$ cat config.mk
export PLATFORM = sky130hd
export DESIGN_NAME = bcd_mod_counter
export DESIGN_NICKNAME = d
export VERILOG_FILES = /design/src/rtl/bcd_mod_counter.sv
export SDC_FILE = /design/constraint.sdc
export NUM_CORES = 1
export LEC_CHECK = 0
export BUFFER_PORTS_ARGS = -buffer_cell sky130_fd_sc_hd__buf_2
export CORE_MARGIN = 3
export CORE_UTILIZATION = 50
export CTS_BUF_LIST = sky130_fd_sc_hd__clkbuf_16
export DETAILED_ROUTE_END_ITERATION = 12
export GPL_TIMING_DRIVEN = 0
export HOLD_SLACK_MARGIN = 0.03
export PLACE_DENSITY = 0.7
export SYNTH_ARGS = -nofsm -noshare
export SYNTH_HDL_FRONTEND = slang
export SYNTH_SLANG_ARGS = --single-unit
$ cat constraint.sdc
create_clock -name clk -period 3.6 [get_ports clk]
set_input_delay 0.54 -clock clk [delete_from_list [all_inputs] [get_ports clk]]
set_output_delay 0.54 -clock clk [all_outputs]
set_load 0.1 [all_outputs]
$ cat src/rtl/bcd_mod_counter.sv
// Two-digit BCD modulo counter with an enable-gated prescaler, up/down stepping,
// synchronous clear and a range-checked parallel load. All outputs are registered.
module bcd_mod_counter #(
  parameter int MODULUS  = 60,
  parameter int PRESCALE = 50000000
) (
  input  logic       clk,
  input  logic       reset,
  input  logic       en,
  input  logic       up,
  input  logic       clr,
  input  logic       load,
  input  logic [7:0] load_val,
  output logic [3:0] units,
  output logic [3:0] tens,
  output logic       tick,
  output logic       tc,
  output logic       load_err
);

  localparam int              PW       = (PRESCALE > 1) ? $clog2(PRESCALE) : 1;
  localparam int              MAXV     = MODULUS - 1;
  localparam logic [3:0]      MAX_T    = 4'(MAXV / 10);
  localparam logic [3:0]      MAX_U    = 4'(MAXV % 10);
  localparam logic [PW-1:0]   PRE_LAST = PW'(PRESCALE - 1);
  localparam logic [7:0]      MOD8     = 8'(MODULUS);

  logic [3:0]    units_q, units_d;
  logic [3:0]    tens_q, tens_d;
  logic [PW-1:0] pre_q, pre_d;
  logic          tick_q, tick_d;
  logic          tc_q, tc_d;
  logic          err_q, err_d;

  logic [3:0] ld_t;
  logic [3:0] ld_u;
  logic [7:0] ld_bin;
  logic       ld_ok;
  logic       step;

  assign ld_t = load_val[7:4];
  assign ld_u = load_val[3:0];
  // tens*10 + units, formed as tens*8 + tens*2 + units
  assign ld_bin = {1'b0, ld_t, 3'b000} + {3'b000, ld_t, 1'b0} + {4'b0000, ld_u};
  assign ld_ok  = (ld_t <= 4'd9) && (ld_u <= 4'd9) && (ld_bin < MOD8);
  assign step   = en && (pre_q == PRE_LAST);

  always_comb begin
    units_d = units_q;
    tens_d  = tens_q;
    pre_d   = pre_q;
    tick_d  = 1'b0;
    tc_d    = 1'b0;
    err_d   = 1'b0;
    if (clr) begin
      units_d = 4'd0;
      tens_d  = 4'd0;
      pre_d   = '0;
    end else if (load) begin
      // a rejected load freezes everything, including a coincident step
      if (ld_ok) begin
        units_d = ld_u;
        tens_d  = ld_t;
        pre_d   = '0;
      end else begin
        err_d = 1'b1;
      end
    end else if (en) begin
      if (step) begin
        pre_d  = '0;
        tick_d = 1'b1;
        if (up) begin
          if (units_q == MAX_U && tens_q == MAX_T) begin
            units_d = 4'd0;
            tens_d  = 4'd0;
            tc_d    = 1'b1;
          end else if (units_q == 4'd9) begin
            units_d = 4'd0;
            tens_d  = tens_q + 4'd1;
          end else begin
            units_d = units_q + 4'd1;
          end
        end else begin
          if (units_q == 4'd0 && tens_q == 4'd0) begin
            units_d = MAX_U;
            tens_d  = MAX_T;
            tc_d    = 1'b1;
          end else if (units_q == 4'd0) begin
            units_d = 4'd9;
            tens_d  = tens_q - 4'd1;
          end else begin
            units_d = units_q - 4'd1;
          end
        end
      end else begin
        pre_d = pre_q + 1'b1;
      end
    end
  end

  always_ff @(posedge clk) begin
    if (reset) begin
      units_q <= 4'd0;
      tens_q  <= 4'd0;
      pre_q   <= '0;
      tick_q  <= 1'b0;
      tc_q    <= 1'b0;
      err_q   <= 1'b0;
    end else begin
      units_q <= units_d;
      tens_q  <= tens_d;
      pre_q   <= pre_d;
      tick_q  <= tick_d;
      tc_q    <= tc_d;
      err_q   <= err_d;
    end
  end

  assign units    = units_q;
  assign tens     = tens_q;
  assign tick     = tick_q;
  assign tc       = tc_q;
  assign load_err = err_q;

endmodule

# Word level (Yosys, flattened, before mapping)
# Index checks and enable logic that the tools add are counted.
# W data, S select, Z words.
[totals]
inputBits = 14
regBits = 37
elab_cells = 68
[classes]
n_bitwise = 3
n_reduce_logical = 17
n_lt_le_gt_ge = 3
addsub = 7
eq_ne = 5
n_mux = 27
[ops]
columns = ["cell", "n"]
rows = [
  ["$mux W26", 4],
  ["$mux W4", 18],
  ["$add A26 B1 Y26 const B", 1],
  ["$eq A26 B26 Y1 const B", 1],
  ["$add A4 B1 Y4 const B", 2],
  ["$add A7 B5 Y8", 1],
  ["$add A8 B4 Y8", 1],
  ["$le A4 B4 Y1 const B", 2],
  ["$logic_not A4 Y1", 2],
  ["$lt A8 B6 Y1 const B", 1],
  ["$sub A4 B1 Y4 const B", 2],
  ["$logic_and A1 B1 Y1", 5],
  ["$mux W1", 5],
  ["$reduce_and A5 Y1", 1],
  ["$reduce_or A5 Y1", 1],
  ["$eq A4 B3 Y1 const B", 1],
  ["$eq A4 B4 Y1 const B", 1],
  ["$ne A4 B1 Y1 const B", 1],
  ["$reduce_bool A2 Y1", 2],
  ["$reduce_bool A4 Y1", 1],
  ["$reduce_or A4 Y1", 1],
  ["$not A1 Y1", 3],
  ["$reduce_and A3 Y1", 1],
  ["$reduce_or A3 Y1", 1],
  ["3 further kinds", 3],
]

# Logic depth before layout (Yosys ltp)
[depth]
word_depth = 7
ltp_mapped = 12
depth_no_buf = 10

# Worst setup path after synthesis
# Ideal clock, no wire load.
[synth_path]
kind = "input port to flip-flop"
start = "input load_val[3]"
end = "register pre_q[14]"
cell_stages = 9
path_buffers = 1
arrival_ns = 3.206
setup_slack_ns = 0.324
cell_sequence = "inv_1 fa_1 fa_1 xnor2_1 a311oi_1 a31oi_1 clkbuf_1 or4b_2 a21oi_1"
[synth_via]
elab_chain_cells = 5
elab_cells_between_ends = 7
cone_classes = "add/sub: 1; order compare: 2; eq/ne: 1; reduce/logical: 3"
[synth_rtl]
columns = ["item", "line_no", "source"]
rows = [
  ["start, declared", "13", "input logic [7:0] load_val,"],
  ["$add A8 B4 Y8 / $le A4 B4 Y1 (equally long branches)", "44, 45", ""],
  ["$lt A8 B6 Y1 / $logic_and A1 B1 Y1 (equally long branches)", "45", "assign ld_ok = (ld_t <= 4'd9) && (ld_u <= 4'd9) && (ld_bin < MOD8);"],
  ["$logic_and A1 B1 Y1 (*)", "45", ""],
  ["$ne A2 B1 Y1 (no line) (*)", "-", ""],
  ["$reduce_and A2 Y1 (no line) (*)", "-", ""],
  ["end signal, assigned", "112", "pre_q <= pre_d;"],
  ["end, declared", "30", "logic [PW-1:0] pre_q, pre_d;"],
]
# Every way passes the cells marked *; elsewhere a longest branch is shown, timed or not.
# A chain may end at the register's enable or synchronous reset.

# Worst setup path in the final report
[layout_path]
start = "input load_val[3]"
end = "register pre_q[7]"
# The elaborated chain is that of the path after synthesis.

==> results.md <==
| Result | Value | Unit |
|---|---|---|
| Status | completed | - |
| Number of placement rows | 24 | - |
| Flop-to-flop setup slack | 830 | ps |
| Slew @ Worst Pin | 779 | ps |
| Synthesized flop and latch total | 37 | - |
| Number of warnings issued by yosys | 0 | - |
| Final hold violations | 0 | - |
| Die extent in y | 75.5 | um |
| Launching instance or port of the critical path | load_val[3] | - |
| Setup Skew | 5.77 | ps |
| Number of standard cells in the final layout excluding fillers | 399 | - |
| Crit start category | input port | - |
| Proportion of power drawn by flip-flops and latches | 0.413 | - |
| RSZ-0062 raised after global routing | no | - |
| Prevailing post-synth register cell | dfxtp_1 | - |
| Proportion of synthesized chip area in sequential cells | 0.306 | - |
| Hpwl dp | 4510 | um |
| Worst-case hold slack | 475 | ps |
| I/O pins | 25 | - |
| R2r worst-path depth | 9 | - |
| Max FO, Critical Path | 10 | - |
| Slew Limit Fails | 0 | - |
| Count of buffers inserted at the top-level ports | 24 | - |
| Antenna Diode Count | 0 | - |
| Arrival time at the worst endpoint | 3550 | ps |
| Layout cell share with drive strength beyond 1 | 0.147 | - |
| Clk pwr share | 0.427 | - |
| Number of detailed-routing iterations run before antenna repair | 5 | - |
| Signed area change from the synthesized netlist to the final layout | 14.2 | % |
| Post-Syn Instances | 315 | - |
| Floorplan die area | 0.00570 | mm^2 |
| Most frequent cells in the layout | 37 x dfxtp_1, 33 x a21oi_1, 25 x buf_2 | - |
| Relative contribution of combinational cells to total power | 0.160 | - |
| Longest Clk Path Bufs | 2 | - |
| Number of clock sinks | 37 | - |
| Fillers | 414 | - |
| Avg Synthesized Cell Area | 7.67 | um^2 |
| TritonCTS buffer count | 5 | - |
| Max-cap viol count | 0 | - |
| Netlist area before placement | 0.00242 | mm^2 |
| CTS H-tree lvls | 2 | - |
| Resize count post-CTS | 1 | - |
| Leakage power summed over all cells | 0.978 | nW |
| First-pass GRT wire length | 10600 | um |
| Initial standard-cell utilization of the core | 0.537 | - |
| All-Layer GR Usage | 0.240 | - |
| Chip Width | 75.5 | um |
| Wire length per cell after detailed routing | 15.7 | um |
| Total placed cells including tap cells | 391 | - |
| Drc violations | 0 | - |
| Net switching share of the total power | 0.287 | - |
| Proportion of synthesized flip-flops having asynchronous set or reset | 0 | - |
| Number of enable-type register cells in the synthesized netlist | 0 | - |
| Vias post-DR | 2488 | - |
| Insertion delay to the later sink of the worst-skew pair | 290 | ps |
| Largest net degree at the start of global routing | 13 | - |
| Via-per-instance ratio | 6.24 | - |
| Max transition margin | 0.476 | - |
| Worst hold start | pre_q[22] | - |
| Startpoint of the worst register-to-register path | pre_q[0] | - |
| Total gr overflow | 0 | - |
| Final setup violation count | 0 | - |
| Crit Path Category | in2reg | - |
| Count of antenna-violating nets left after detailed routing | 0 | - |
| Classification of the worst-slack hold path | reg2reg | - |
| Worst Setup End Kind | flop | - |
| Post-synthesis net count | 341 | - |
| Routed Wire Length | 6260 | um |
| Number of setup buffers added after CTS | 0 | - |
| Commonest non-fill, non-tap cell in the layout | dfxtp_1 | - |
| Routability-driven placement congestion ratio | 0.936 | - |
| Hold depth | 2 | - |
| Number of global-route vias before repair | 2260 | - |
| Time the worst path needs with I/O delays and setup | 3340 | ps |
| Data required time at the worst endpoint | 3810 | ps |
| Nets | 372 | - |
| Root buffer selected by CTS | clkbuf_16 | - |
| Clk pin slew, worst setup/hold paths | 60 | ps |
| Hold buffer count at cts | 0 | - |
| TritonCTS clock tree | yes | - |
| Net Sw Power | 0.289 | mW |
| Maximum clock frequency | 299 | MHz |
| Power density relative to cell area | 365 | mW/mm^2 |
| Initial drt markers | 150 | - |
| Number of different library cells in the post-synthesis netlist | 51 | - |
| Area of the core region | 0.00450 | mm^2 |
| Total internal power | 0.718 | mW |
| Final Cycle Share | 0.928 | - |
| Number of antenna violations at the first check in global routing | 0 | - |
| Maximum vdd drop | 0.237 | mV |
| Summed negative setup slack over all endpoints | 0 | ps |
## stage by stage
| stage | cell area [um^2] | setup WS [ps] | util | total power, mW |
|---|---|---|---|---|
| after floorplan | 2420 | 324 | - | 0.537 |
| after global placement | 2600 | -341 | 0.578 | 0.578 |
| after detailed placement | 2600 | -339 | 0.578 | 0.579 |
| after CTS | 2750 | 105 | 0.610 | 1.01 |
| after global routing | 2760 | 46.6 | 0.613 | 1.05 |
| final | 2760 | 259 | 0.613 | 1.01 |
## critical path, stage by stage
cell and delay (ps):
buf_2 110, inv_1 70, fa_1 520, fa_1 480, nor2b_1 140, o21ai_0 120
mux2i_1 320, a31oi_2 220, clkbuf_2 230, or4_2 620, a21oi_1 160
## cell type report
class | count | area (um^2) | area share
Tap cell | 52 | 65.1 | 0.0236
Buffer | 21 | 97.6 | 0.0354
Multi-Input combinational cell | 242 | 1540 | 0.557
Clock buffer | 5 | 125 | 0.0453
Inverter | 15 | 56.3 | 0.0204
Timing Repair Buffer | 24 | 120 | 0.0435
Clock inverter | 3 | 17.5 | 0.00635
Sequential cell | 37 | 741 | 0.268
## final timing paths
| check | end |
|---|---|
| worst max-delay path | pre_q[7] |
| worst min-delay path | pre_q[22] |
| worst min register to register | pre_q[22] |
| worst max register to register | pre_q[3] |
## power by group through the flow
stage                     Combinational, mW  Sequential (mW)  Clock (mW)
after floorplan                      0.0928            0.444           0
after global placement                0.153            0.425           0
after detailed placement              0.155            0.425           0
after CTS                             0.155            0.416       0.437
after global routing                  0.178            0.416       0.452
final                                 0.161            0.416       0.430
## cell usage after synthesis (all sizes together), types with 12 or more instances
cell type,number,area [um^2]
dfxtp,37,741
a21oi,33,165
nor2,21,78.8
o21ai,21,105
nand2,20,77.6
nand3,18,90.1
clkbuf,17,75.1
inv,15,56.3
nor3,15,75.1
nand4,14,93.8
or3,12,75.1
## cells by family after synthesis
family                   synth area share
AO/OA/AOI/OAI                       0.206
XOR/XNOR                           0.0217
adder cells (fa/ha/maj)            0.0683
buffers and inverters              0.0626
flip-flops                          0.306
multiplexers                       0.0124
AND/OR/NAND/NOR                     0.322
## layer usage
metal / GRT usage / up-vias / routed length [um]
li1: - / 1235 / -
met1: 0.348 / 1187 / 3130
met2: 0.354 / 59 / 2720
met3: 0.0409 / 7 / 322
met4: 0.0932 / 0 / 85
met5: 0 / - / 0
## registers in the layout (all words and copies together) (netlist names)
signal	cells
tc	1
load_err	1
pre_q	26
units	4
tick	1
tens	4
No activity file was read; power rests on OpenSTA's default activity.
